**src/rtl/mem_pkg.sv**
```systemverilog
// Shared types and constants for the memory / write-back stage.
package mem_pkg;

    // funct3 encodings for loads and stores
    localparam logic [2:0] F3_B  = 3'b000;
    localparam logic [2:0] F3_H  = 3'b001;
    localparam logic [2:0] F3_W  = 3'b010;
    localparam logic [2:0] F3_BU = 3'b100;
    localparam logic [2:0] F3_HU = 3'b101;

    typedef enum logic [1:0] {
        IDLE = 2'd0,
        REQ  = 2'd1,
        WAIT = 2'd2
    } mem_state_t;

    // Everything the write-back stage consumes
    typedef struct packed {
        logic [1:0]  wb_ctrl;
        logic [31:0] alu;
        logic [31:0] load_data;
        logic [4:0]  rd;
        logic        fault;
    } wb_bundle_t;

endpackage

```
**src/rtl/mem_wb_stage_if.sv**
```systemverilog
// Data-memory request/response handshake.
interface mem_wb_stage_if #(
    parameter int ADDR_W = 32
);
    logic              dmemReq;
    logic              dmemWe;
    logic [ADDR_W-1:0] dmemAddr;
    logic [3:0]        dmemBe;
    logic [31:0]       dmemWdata;
    logic              dmemReady;
    logic              dmemRvalid;
    logic [31:0]       dmemRdata;

    modport master (
        output dmemReq, dmemWe, dmemAddr, dmemBe, dmemWdata,
        input  dmemReady, dmemRvalid, dmemRdata
    );

    modport slave (
        input  dmemReq, dmemWe, dmemAddr, dmemBe, dmemWdata,
        output dmemReady, dmemRvalid, dmemRdata
    );
endinterface

```
**src/rtl/mem_wb_stage_load_store_align.sv**
```systemverilog
// Byte-lane steering: store enables/replication, load extraction/extension,
// and detection of misaligned or unsupported sizes.
module load_store_align
    import mem_pkg::*;
(
    input  logic [2:0]  i_funct3,
    input  logic [1:0]  i_addr,
    input  logic        i_store,
    input  logic [31:0] i_rd2,
    input  logic [31:0] i_rdata,
    output logic [3:0]  o_be,
    output logic [31:0] o_wdata,
    output logic [31:0] o_load_data,
    output logic        o_misaligned
);
    logic [7:0]  w_byte;
    logic [15:0] w_half;

    assign w_byte = i_rdata[{i_addr, 3'b000} +: 8];
    assign w_half = i_addr[1] ? i_rdata[31:16] : i_rdata[15:0];

    // Size decode; unsigned variants are load-only, so a store with them is illegal
    always_comb begin
        o_be         = 4'b0000;
        o_wdata      = i_rd2;
        o_load_data  = 32'h0;
        o_misaligned = 1'b0;
        case (i_funct3)
            F3_B, F3_BU: begin
                o_be         = 4'b0001 << i_addr;
                o_wdata      = {4{i_rd2[7:0]}};
                o_load_data  = i_funct3[2] ? {24'h0, w_byte} : {{24{w_byte[7]}}, w_byte};
                o_misaligned = i_store & i_funct3[2];
            end
            F3_H, F3_HU: begin
                o_be         = i_addr[1] ? 4'b1100 : 4'b0011;
                o_wdata      = {2{i_rd2[15:0]}};
                o_load_data  = i_funct3[2] ? {16'h0, w_half} : {{16{w_half[15]}}, w_half};
                o_misaligned = i_addr[0] | (i_store & i_funct3[2]);
            end
            F3_W: begin
                o_be         = 4'b1111;
                o_load_data  = i_rdata;
                o_misaligned = (i_addr != 2'b00);
            end
            default: o_misaligned = 1'b1;
        endcase
    end
endmodule

```
**src/rtl/mem_wb_stage.sv**
```systemverilog
// Memory stage + MEM/WB register: branch resolve, data-memory handshake,
// stall generation, access timeout and the write-back register.
module mem_wb_stage
    import mem_pkg::*;
#(
    parameter int TIMEOUT_CYCLES = 16,
    parameter int ADDR_W         = 32
) (
    input  logic                clk,
    input  logic                reset,
    input  logic                branch,
    input  logic                memRead,
    input  logic                memWrite,
    input  logic                zeroOut,
    input  logic [1:0]          wbOut,
    input  logic [31:0]         pcAdderOut,
    input  logic [31:0]         alu,
    input  logic [31:0]         rd2Out,
    input  logic [31:0]         instrOut,
    output logic                pcSrc,
    output logic [31:0]         branchTarget,
    output logic                memStall,
    mem_wb_stage_if.master      dmem,
    output logic [1:0]          wbCtrlW,
    output logic [31:0]         aluW,
    output logic [31:0]         loadDataW,
    output logic [4:0]          rdW,
    output logic                memFault
);
    localparam int               CNT_W    = $clog2(TIMEOUT_CYCLES);
    localparam logic [CNT_W-1:0] CNT_LAST = CNT_W'(TIMEOUT_CYCLES - 1);

    mem_state_t       r_state, w_next;
    logic [CNT_W-1:0] r_cnt;
    wb_bundle_t       r_w;

    logic        w_mem_op, w_load, w_store, w_misaligned;
    logic        w_retire, w_fault, w_cnt_last;
    logic [31:0] w_load_data;
    logic        w_unused;

    // Read+write together behaves as a load
    assign w_load     = memRead;
    assign w_store    = memWrite & ~memRead;
    assign w_mem_op   = memRead | memWrite;
    assign w_cnt_last = (r_cnt == CNT_LAST);
    assign w_unused   = ^{instrOut[31:15], instrOut[6:0]};

    load_store_align u_align (
        .i_funct3     (instrOut[14:12]),
        .i_addr       (alu[1:0]),
        .i_store      (w_store),
        .i_rd2        (rd2Out),
        .i_rdata      (dmem.dmemRdata),
        .o_be         (dmem.dmemBe),
        .o_wdata      (dmem.dmemWdata),
        .o_load_data  (w_load_data),
        .o_misaligned (w_misaligned)
    );

    assign pcSrc         = branch & zeroOut;
    assign branchTarget  = pcAdderOut;
    assign dmem.dmemReq  = (r_state == REQ);
    assign dmem.dmemWe   = (r_state == REQ) & w_store;
    assign dmem.dmemAddr = {alu[ADDR_W-1:2], 2'b00};

    // Upstream is held frozen whenever the current instruction is not retiring
    assign memStall = ~w_retire;

    // Next state, retire and fault decisions; inputs stay stable while stalled
    always_comb begin
        w_next   = r_state;
        w_retire = 1'b0;
        w_fault  = 1'b0;
        case (r_state)
            IDLE: begin
                if (w_mem_op && !w_misaligned) begin
                    w_next = REQ;
                end else begin
                    w_retire = 1'b1;
                    w_fault  = w_mem_op;
                end
            end
            REQ: begin
                if (dmem.dmemReady && (w_store || dmem.dmemRvalid)) begin
                    w_retire = 1'b1;
                    w_next   = IDLE;
                end else if (w_cnt_last) begin
                    w_retire = 1'b1;
                    w_fault  = 1'b1;
                    w_next   = IDLE;
                end else if (dmem.dmemReady) begin
                    w_next = WAIT;
                end
            end
            WAIT: begin
                if (dmem.dmemRvalid || w_cnt_last) begin
                    w_retire = 1'b1;
                    w_fault  = ~dmem.dmemRvalid;
                    w_next   = IDLE;
                end
            end
            default: w_next = IDLE;
        endcase
    end

    // State and access-age counter; counter sits at zero outside an access
    always_ff @(posedge clk or negedge reset) begin
        if (!reset) begin
            r_state <= IDLE;
            r_cnt   <= '0;
        end else begin
            r_state <= w_next;
            r_cnt   <= (r_state == IDLE || w_retire) ? '0 : r_cnt + 1'b1;
        end
    end

    // W register: loads on retire; a stall cycle presents a bubble downstream
    always_ff @(posedge clk or negedge reset) begin
        if (!reset) begin
            r_w <= '0;
        end else if (w_retire) begin
            r_w.wb_ctrl   <= w_fault ? 2'b00 : wbOut;
            r_w.alu       <= alu;
            r_w.load_data <= (w_load && !w_fault) ? w_load_data : 32'h0;
            r_w.rd        <= instrOut[11:7];
            r_w.fault     <= w_fault;
        end else begin
            r_w.wb_ctrl <= 2'b00;
            r_w.fault   <= 1'b0;
        end
    end

    assign wbCtrlW   = r_w.wb_ctrl;
    assign aluW      = r_w.alu;
    assign loadDataW = r_w.load_data;
    assign rdW       = r_w.rd;
    assign memFault  = r_w.fault;
endmodule
```
**src/flat_wrapper.sv**
```systemverilog
// flat-port wrapper written by rule: the top's interface ports become plain ports
module mem_wb_stage_flat import mem_pkg::*;
#(
    parameter int TIMEOUT_CYCLES = 16,
    parameter int ADDR_W         = 32
)
  (clk, reset, branch, memRead, memWrite, zeroOut, wbOut, pcAdderOut, alu, rd2Out, instrOut, pcSrc, branchTarget, memStall, wbCtrlW, aluW, loadDataW, rdW, memFault, dmem_dmemReq, dmem_dmemWe, dmem_dmemAddr, dmem_dmemBe, dmem_dmemWdata, dmem_dmemReady, dmem_dmemRvalid, dmem_dmemRdata);
  mem_wb_stage_if #(.ADDR_W(ADDR_W)) dmem_i ();
  input  logic clk;
  input  logic reset;
  input  logic branch;
  input  logic memRead;
  input  logic memWrite;
  input  logic zeroOut;
  input  logic [1:0] wbOut;
  input  logic [31:0] pcAdderOut;
  input  logic [31:0] alu;
  input  logic [31:0] rd2Out;
  input  logic [31:0] instrOut;
  output logic pcSrc;
  output logic [31:0] branchTarget;
  output logic memStall;
  output logic [1:0] wbCtrlW;
  output logic [31:0] aluW;
  output logic [31:0] loadDataW;
  output logic [4:0] rdW;
  output logic memFault;
  output wire logic [$bits(dmem_i.dmemReq)-1:0] dmem_dmemReq;
  output wire logic [$bits(dmem_i.dmemWe)-1:0] dmem_dmemWe;
  output wire logic [$bits(dmem_i.dmemAddr)-1:0] dmem_dmemAddr;
  output wire logic [$bits(dmem_i.dmemBe)-1:0] dmem_dmemBe;
  output wire logic [$bits(dmem_i.dmemWdata)-1:0] dmem_dmemWdata;
  input wire logic [$bits(dmem_i.dmemReady)-1:0] dmem_dmemReady;
  input wire logic [$bits(dmem_i.dmemRvalid)-1:0] dmem_dmemRvalid;
  input wire logic [$bits(dmem_i.dmemRdata)-1:0] dmem_dmemRdata;
  assign dmem_dmemReq = dmem_i.dmemReq;
  assign dmem_dmemWe = dmem_i.dmemWe;
  assign dmem_dmemAddr = dmem_i.dmemAddr;
  assign dmem_dmemBe = dmem_i.dmemBe;
  assign dmem_dmemWdata = dmem_i.dmemWdata;
  assign dmem_i.dmemReady = dmem_dmemReady;
  assign dmem_i.dmemRvalid = dmem_dmemRvalid;
  assign dmem_i.dmemRdata = dmem_dmemRdata;
  mem_wb_stage #(.TIMEOUT_CYCLES(TIMEOUT_CYCLES), .ADDR_W(ADDR_W)) u_core (.clk(clk), .reset(reset), .branch(branch), .memRead(memRead), .memWrite(memWrite), .zeroOut(zeroOut), .wbOut(wbOut), .pcAdderOut(pcAdderOut), .alu(alu), .rd2Out(rd2Out), .instrOut(instrOut), .pcSrc(pcSrc), .branchTarget(branchTarget), .memStall(memStall), .dmem(dmem_i), .wbCtrlW(wbCtrlW), .aluW(aluW), .loadDataW(loadDataW), .rdW(rdW), .memFault(memFault));
endmodule
```
**config.mk**
```make
export PLATFORM = sky130hd
export DESIGN_NAME = mem_wb_stage_flat
export DESIGN_NICKNAME = d
export VERILOG_FILES = /design/src/rtl/mem_pkg.sv /design/src/rtl/mem_wb_stage_if.sv /design/src/rtl/mem_wb_stage_load_store_align.sv /design/src/rtl/mem_wb_stage.sv /design/src/flat_wrapper.sv
export SDC_FILE = /design/constraint.sdc
export NUM_CORES = 1
export LEC_CHECK = 0
export CORE_AREA = 2 2 133 135
export CTS_CLUSTER_DIAMETER = 50
export DETAILED_ROUTE_END_ITERATION = 10
export DIE_AREA = 0 0 135 137
export PLACE_DENSITY_LB_ADDON = 0.1
export SLEW_MARGIN = 5
export SYNTH_ARGS = -nofsm -noshare
export SYNTH_HDL_FRONTEND = slang
export SYNTH_HIERARCHICAL = 1
export SYNTH_SLANG_ARGS = --single-unit
```
**constraint.sdc**
```tcl
create_clock -name clk -period 6.7 [get_ports clk]
set_clock_uncertainty 0.2 [all_clocks]
set_input_delay 1.34 -clock clk [delete_from_list [all_inputs] [get_ports clk]]
set_output_delay 1.34 -clock clk [all_outputs]
set_load 0.03 [all_outputs]
```
==> out/results.tsv, run 1 <==
metric	value	unit
layout cells sized above 1	15.0	%
Least-Margin Pin Slew	1.13	ns
core area	17100	sq um
reg-to-reg startpoint	u_core/r_cnt[0]	
RSZ-0062 raised after global routing	false	
Rows	48	
GPL Wtd Cong	0.809	
start point of the critical path	instrOut[14]	
largest net degree at the start of global routing	79	
LEAKAGE	0.00291	uW
Cell Pwr Density	248	nW/um^2
worst-skew pair later-pin latency	0.33	ns
peak supply drop	117	uV
sequential share of the synthesized area	36.8	%
number of hold buffers added after cts	0	
Synth warnings	6	
post-DR wirelength/cell	18.8	um
async set-reset flop share out of synthesis	100	%
MaxCap Viol Count	0	
Yosys cell types	52	
DP HPWL	12300	um
Via density	5.10	
setup violators final	0	
vias in the first global route	4723	
Setup crit end kind	output port	
antenna violations before repair	0	
Setup TNS	0	ns
first-pass GRT wire length	25800	um
Root Driver	clkbuf_16	
fin crit period	5.69	ns
final hold vios	0	
NumNets Final	839	
post-CTS resize count	0	
status	completed	
CTS tree	done	
total die area	18500	sq um
mean post-synth cell area	10.4	sq um
EDFF count, synth	0	
Synth Cell Area	5310	sq um
FMAX	176	MHz
Final period util	84.9	%
pins over their slew limit	0	
worst hold start	u_core/r_cnt[0]	
post-layout worst setup margin	1.01	ns
CTS Buf Count	9	
Die X-Extent	135	um
Final Cell Area	7710	sq um
slowest CP cell	clkdlybuf4s50_1	
IO Port Bufs	255	
Post-Place Setup Slack	1.00	ns
cells after synthesis	512	
final-layout fill cell count	1634	
DRT iter0 DRCs	197	
area post-placement	7410	sq um
delay of the slowest critical-path stage	0.80	ns
total gr overflow	0	
clk sinks	78	
Clk pin slew, worst setup/hold paths	0.06	ns
Die Y-Extent	137	um
Slew Limit Headroom	24.4	%
Final Power	1910	uW
Layout area overhead	45.3	%
ys flop type	dfrtp_1	
Tot GR Track Use	17.8	%
Antenna Nets Post-Route	0	
crit-path cells	clkdlybuf4s50_1 -> nor2_1 -> buf_4 -> a21oi_1 -> or4_1 -> o211a_4 -> inv_1 -> clkdlybuf4s50_1	
critical path required time	5.16	ns
post-CTS setup buffer count	0	
drt pass-1 iters	4	
Worst Path Arrival	4.15	ns
HP Class	register to register	
CP Max Fanout	20	
drt drc	0	
number of I/O pins	346	
startpoint types	input pin	
critical setup path kind	input pin to output port	
Antenna diodes	0	
Clock Path Buffers	2	
number of synthesized register bits	78	
routed vias	4583	
Crit path top cell by count	clkdlybuf4s50_1	
Post-Route WL	16800	um
Starting Density	31.1	%
H-tree levels	3	
-- final timing paths --
path,end,slack (ns),depth (start not counted)
max,memStall,1.01,8
min,u_core/r_cnt[0],0.29,1
max reg2reg,u_core/aluW[2],3.29,6
min reg2reg,u_core/r_cnt[0],0.29,1
max in group asynchronous,u_core/loadDataW[21],4.70,1
min in group asynchronous,u_core/aluW[22],0.97,1
-- placed cells by master, fill, tap and decap left out, types with 2 or more instances in the layout --
| master | n |
|---|---|
| o31ai_1 | 2 |
| and2b_1 | 2 |
| inv_1 | 35 |
| nor4bb_1 | 2 |
| o2111ai_1 | 32 |
| clkdlybuf4s50_1 | 253 |
| nand3_1 | 2 |
| nor2_1 | 16 |
| mux2i_1 | 15 |
| mux2_4 | 2 |
| a211oi_1 | 14 |
| a21oi_1 | 10 |
| a22oi_1 | 16 |
| o32ai_1 | 23 |
| a211oi_2 | 2 |
| buf_4 | 10 |
| nand2b_1 | 3 |
| nor2b_1 | 8 |
| mux2_2 | 55 |
| clkbuf_16 | 9 |
| a2bb2oi_1 | 6 |
| conb_1 | 2 |
| dfrtp_1 | 78 |
| a32oi_1 | 2 |
| o32ai_2 | 9 |
| or3b_1 | 2 |
| a221o_1 | 7 |
| o21ai_0 | 10 |
| clkbuf_8 | 4 |
| and2_1 | 2 |
| nor3_1 | 3 |
| nand2_1 | 12 |
-- where the power goes --
group,switching (uW),internal [uW]
Combinational,466,371
Clock,187,292
Sequential,40.4,551
-- kinds of logic (layout without fill, tap and decap cells) --
family | after synthesis | after routing | share of synthesized area, %
compound gates | 146 | 146 | 24.1
xor+xnor | 2 | 2 | 0.330
fa+ha+maj | 1 | 1 | 0.236
buf+inv | 155 | 315 | 17.8
flops | 78 | 78 | 36.8
mux | 72 | 72 | 15.1
other cells | 1 | 2 | 0.0707
simple gates | 57 | 57 | 5.61
-- critical path, delay by kind of cell --
kind / cells / cell delay (ns)
buffers and inverters: 4 / 1.71
AND/OR/NAND/NOR: 2 / 0.77
AO/OA/AOI/OAI: 2 / 0.32
-- state kept, by name, indices dropped and copies added (netlist names) --
register          count
u_core/memFault       1
u_core/loadDataW     32
u_core/r_state        2
u_core/wbCtrlW        2
u_core/aluW          32
u_core/rdW            5
u_core/r_cnt          4
-- area by class of cell --
cell class                      count  area, sq um  area share [%]
Tap cell                          225          282            3.65
Clock buffer                       14          284            3.69
Inverter                           35          131            1.70
Timing Repair Buffer              264         2610            33.9
Multi-Input combinational cell    280         2430            31.5
Clock inverter                      2         13.8           0.179
Sequential cell                    78         1950            25.3
-- metrics by stage --
step           util, %  hold slack (ns)  std cells
5_1_grt           45.2            0.316        898
4_1_cts           45.2            0.290        898
6_report          45.2            0.287        898
3_3_place_gp      43.4            0.261        882
3_5_place_dp      43.4            0.282        882
2_1_floorplan        -            0.240        513
-- metal layers --
layer  vias up  track usage (%)  wire length (um)  share of wire (%)
met3        29             4.00              1190                7.1
met5         -                0                 0                  0
met1      2190             21.9              7040                 42
met4         0             6.13               366                2.2
li1       2148                -                 -                  -
met2       216             30.9              8250                 49
-- Yosys cell counts, types with 2 or more instances --
master     count  area (sq um)
mux2_4         2          30.0
a211oi_2       2          25.0
o21ai_1        2          10.0
buf_4         76           571
mux2i_1       15           150
buf_6          8          90.1
o31ai_1        2          15.0
nor2b_1        8          50.1
nor2_1        16          60.1
dfrtp_1       78          1950
nor3_1         3          15.0
o32ai_2        9           146
nor4bb_1       2          20.0
clkbuf_1      22          82.6
nand2_1       12          45.0
a221o_1        7          70.1
and2_1         2          12.5
a22oi_1       16           120
nand2b_1       3          18.8
nand3_1        2          10.0
inv_1         35           131
buf_2         14          70.1
or3b_1         2          17.5
mux2_2        55           619
o2111ai_1     32           280
o32ai_1       23           201
a21oi_1       10          50.1
o21ai_0       10          50.1
a2bb2oi_1      6          52.6
a32oi_1        2          17.5
and2b_1        2          15.0
a211oi_1      14           105
No activity file was read; power rests on OpenSTA's default activity.
==> run 2, diff against run 1 <==
CORE_AREA = 2 2 134 136   (was 2 2 133 135)
DIE_AREA = 0 0 136 138   (was 0 0 135 137)
clock period = 5.75 ns   (was 6.7 ns; I/O delays follow)
==> out/results.tsv, run 2 (same netlist as run 1, synthesis figures left out) <==
metric	value	unit
status	completed	
RSZ-0062 raised after global routing	false	
Worst Path Arrival	3.71	ns
Buf/Inv on CP	4	
Starting Density	30.3	%
routed vias	4632	
Clock Path Buffers	2	
delay of the slowest critical-path stage	0.66	ns
Hold EP	u_core/r_cnt[0]	
Final Power	2200	uW
Worst Reg2Reg Path Length in Cells	6	
FMAX	197	MHz
DRT iter0 DRCs	238	
fin crit period	5.06	ns
worst-skew pair later-pin latency	0.34	ns
number of I/O pins	346	
Final period util	88.1	%
CP Max Fanout	18	
H-tree levels	3	
post-CTS resize count	0	
DP HPWL	12300	um
total die area	18800	sq um
core area	17500	sq um
pins over their slew limit	0	
vias in the first global route	4767	
Slew Limit Headroom	25.8	%
Antenna diodes	0	
Layout area overhead	45.2	%
family with the most delay on the worst path	buffers and inverters	
Cell Pwr Density	286	nW/um^2
MaxCap Viol Count	0	
Final Cell Area	7700	sq um
Via density	5.12	
startpoint types	input pin	
slowest CP cell	clkdlybuf4s50_1	
Die Y-Extent	138	um
NumNets Final	842	
Antenna Nets Post-Route	0	
Setup crit end kind	output port	
utilization after layout	43.9	%
Setup TNS	0	ns
worst hold start	u_core/r_cnt[0]	
antenna violations before repair	0	
peak supply drop	148	uV
R2R Setup Slk	2.36	ns
reg-to-reg startpoint	u_core/r_cnt[0]	
IO Port Bufs	255	
critical path required time	4.40	ns
final hold vios	0	
area post-placement	7430	sq um
GPL Wtd Cong	0.835	
layout cells sized above 1	15.4	%
CTS Buf Count	9	
post-CTS setup buffer count	0	
drt drc	0	
most common cell after layout, fill and taps aside	clkdlybuf4s50_1	
crit-path cells	clkdlybuf4s50_1 -> buf_4 -> a221oi_1 -> a21oi_1 -> or4_1 -> o211a_4 -> inv_1 -> clkdlybuf4s50_1	
clk sinks	78	
number of hold buffers added after cts	0	
Post-Route WL	16700	um
final-layout fill cell count	1709	
Clk pin slew, worst setup/hold paths	0.06	ns
Hold WS	0.284	ns
Die X-Extent	136	um
critical setup path kind	input pin to output port	
post-DR wirelength/cell	18.4	um
Tot GR Track Use	17.5	%
Rows	49	
Root Driver	clkbuf_16	
CTS tree	done	
largest net degree at the start of global routing	79	
Crit path top cell by count	clkdlybuf4s50_1	
most frequent cells in the layout	clkdlybuf4s50_1 (253), dfrtp_1 (78), mux2_2 (55)	
Least-Margin Pin Slew	1.11	ns
total gr overflow	0	
HP Class	register to register	
first-pass GRT wire length	25800	um
setup violators final	0	
hold-critical path depth	1	
r2r endpoint	u_core/aluW[19]	
drt pass-1 iters	4	
LEAKAGE	0.00291	uW
run 2: worst max path at each step:
stage | start | endpoint | slack [ns] | cells after the start
after global placement | instrOut[14] | memStall | 0.68 | 8
final | instrOut[14] | memStall | 0.69 | 8
after global routing | instrOut[14] | memStall | 0.53 | 8
after floorplan | instrOut[14] | memStall | 1.18 | 10
after CTS | instrOut[14] | memStall | 0.67 | 8
after detailed placement | instrOut[14] | memStall | 0.69 | 8
run 2: power by group:
| group | switching [uW] | leakage [uW] | internal (uW) |
|---|---|---|---|
| Combinational | 543 | 0.00179 | 434 |
| Clock | 234 | 0.000132 | 304 |
| Sequential | 46.9 | 0.000991 | 642 |
run 2: final cells by class:
class | instances | area [sq um] | share of cell area, %
Clock inverter | 5 | 33.8 | 0.438
Multi-Input combinational cell | 280 | 2420 | 31.5
Inverter | 35 | 131 | 1.71
Tap cell | 229 | 287 | 3.72
Timing Repair Buffer | 267 | 2640 | 34.2
Clock buffer | 11 | 243 | 3.15
Sequential cell | 78 | 1950 | 25.3
run 2: per-layer routing:
metal  track usage, %  part of all wire (%)  vias to the layer above
li1                 -                     -                     2160
met1             20.2                    39                     2198
met2             30.3                    50                      246
met3             5.46                   9.5                       28
met4             6.14                   1.8                        0
met5                0                     0                        -
run 2: stage by stage:
step,setup slack (ns),instances
2_1_floorplan,1.18,513
3_3_place_gp,0.679,889
3_5_place_dp,0.687,889
4_1_cts,0.669,905
5_1_grt,0.528,905
6_report,0.686,905
==> run 3, diff against run 2 <==
ABC_AREA = 1   (was unset)
RECOVER_POWER = 50   (was unset)
==> out/results.tsv, run 3 <==
metric	value	unit
layout cells sized above 1	4.50	%
CP Max Fanout	21	
Least-Margin Pin Slew	1.97	ns
GPL Wtd Cong	0.809	
Antenna diodes	0	
Setup TNS	0	ns
first-pass GRT wire length	26500	um
critical setup path kind	input pin to output port	
Final period util	81.7	%
final-layout fill cell count	1870	
worst-skew pair later-pin latency	0.34	ns
Tot GR Track Use	18.0	%
Slew Limit Headroom	-31.3	%
number of I/O pins	346	
most frequent cells in the layout	nand2_1 (389), clkdlybuf4s50_1 (198), dfrtp_1 (78)	
FF/Latch Area	1950	sq um
delay of the slowest critical-path stage	0.71	ns
multi-input logic area	2230	sq um
Root Driver	clkbuf_16	
slowest CP cell	clkdlybuf4s50_1	
most frequent cells after synthesis	nand2_1 (389), buf_4 (84), dfrtp_1 (78)	
EDFF count, synth	0	
IO Port Bufs	255	
Layout area overhead	45.7	%
sequential share of the synthesized area	37.0	%
utilization after layout	43.8	%
violated checks	capacitance limit, slew limit	
Via density	4.36	
LEAKAGE	0.00385	uW
Cell Pwr Density	353	nW/um^2
DP HPWL	12600	um
CTS tree	done	
post-DR wirelength/cell	14.5	um
Die Y-Extent	138	um
Antenna Nets Post-Route	0	
number of hold buffers added after cts	0	
Rows	49	
fin crit period	4.70	ns
final hold vios	0	
antenna violations before repair	0	
HP Class	register to register	
number of synthesized register bits	78	
ys flop type	dfrtp_1	
H-tree levels	3	
NumNets Final	1122	
vias in the first global route	4921	
Synth Cell Area	5270	sq um
Synth warnings	6	
pins over their slew limit	38	
FMAX	213	MHz
dpl cells	1169	
mean post-synth cell area	6.71	sq um
startpoint types	input pin	
cells after synthesis	786	
most common cell after layout, fill and taps aside	nand2_1	
CTS Buf Count	9	
core area	17500	sq um
critical path required time	4.40	ns
post-CTS resize count	0	
Setup crit end kind	output port	
Worst Path Arrival	3.35	ns
post-CTS setup buffer count	0	
DRT iter0 DRCs	220	
drt drc	0	
largest net degree at the start of global routing	72	
Post-Route WL	17100	um
routed vias	5169	
peak supply drop	176	uV
Area contributors post-synth	dfrtp_1 (37%), nand2_1 (28%), buf_4 (12%)	
Clk pin slew, worst setup/hold paths	0.06	ns
Starting Density	30.1	%
total die area	18800	sq um
RSZ-0062 raised after global routing	false	
total gr overflow	0	
MaxCap Viol Count	1	
status	finished with violations	
cell taking the most area after synthesis	dfrtp_1	
top-count cell post-synth	nand2_1	
Yosys cell types	29	
Crit path top cell by count	clkdlybuf4s50_1	
Clock Path Buffers	2	
Die X-Extent	136	um
async set-reset flop share out of synthesis	100	%
crit-path cells	clkdlybuf4s50_1 -> nor2_2 -> nand2_1 -> o211ai_1 -> clkdlybuf4s50_1	
clk sinks	78	
drt pass-1 iters	4	
setup violators final	0	
area share of the largest cell type after synthesis	37.0	%
Finished Layout Cells	1185	
[run 3: worst max-delay path: cells and delay by family]
family                 cells  cell delay [ns]
AOI/OAI and AO/OA          1             0.15
and+or+nand+nor            2             0.77
buffers and inverters      2             1.27
[run 3: cells by family (layout without fill, tap and decap cells)]
logic type,count (synthesis),in the layout,share of synthesized area (%)
AND/OR/NAND/NOR,429,429,32.6
buffers and inverters,185,354,20.9
AO/OA/AOI/OAI,91,91,9.06
flip-flops,78,78,37.0
adder cells (fa/ha/maj),1,1,0.237
other,1,2,0.0711
XOR/XNOR,1,1,0.166
[run 3: worst paths after layout]
kind | start | end | slack (ns) | cells past startpoint
worst max-delay path | instrOut[13] | dmem_dmemWdata[30] | 1.05 | 5
worst min-delay path | u_core/r_cnt[0] | u_core/r_cnt[0] | 0.26 | 1
worst max register to register | u_core/r_cnt[0] | u_core/loadDataW[7] | 3.33 | 10
worst min register to register | u_core/r_cnt[0] | u_core/r_cnt[0] | 0.26 | 1
max in group asynchronous | reset | u_core/r_cnt[1] | 2.74 | 2
min in group asynchronous | reset | u_core/aluW[28] | 1.15 | 1
[run 3: power breakdown]
| group | internal (uW) | total (uW) | switching (uW) |
|---|---|---|---|
| logic | 459 | 1290 | 826 |
| registers | 709 | 784 | 74.6 |
| clock network | 395 | 641 | 246 |
| total | 1560 | 2710 | 1150 |
[run 3: final cells by class]
class / instances / area share, %
Multi-Input combinational cell: 524 / 29.0
Clock inverter: 6 / 1.20
Inverter: 75 / 3.73
Timing Repair Buffer: 263 / 33.9
Tap cell: 229 / 3.73
Sequential cell: 78 / 25.4
Clock buffer: 10 / 3.11
[run 3: per-layer routing]
metal	track usage, %	vias to the layer above	routed length, um
met3	4.80	27	1500
met5	0	-	0
li1	-	2661	-
met2	28.4	203	7520
met4	6.25	0	259
met1	23.7	2278	7870
[run 3: metrics by stage]
stage                     power [uW]  hold WS [ns]  worst slack, ns  area [sq um]
after floorplan                 1640         0.233             1.91          5280
after global placement          2150         0.252             1.05          7360
after detailed placement        2150         0.257             1.08          7360
after CTS                       2810         0.265             1.07          7690
after global routing            2890         0.284            0.903          7690
final                           2710         0.260             1.05          7690
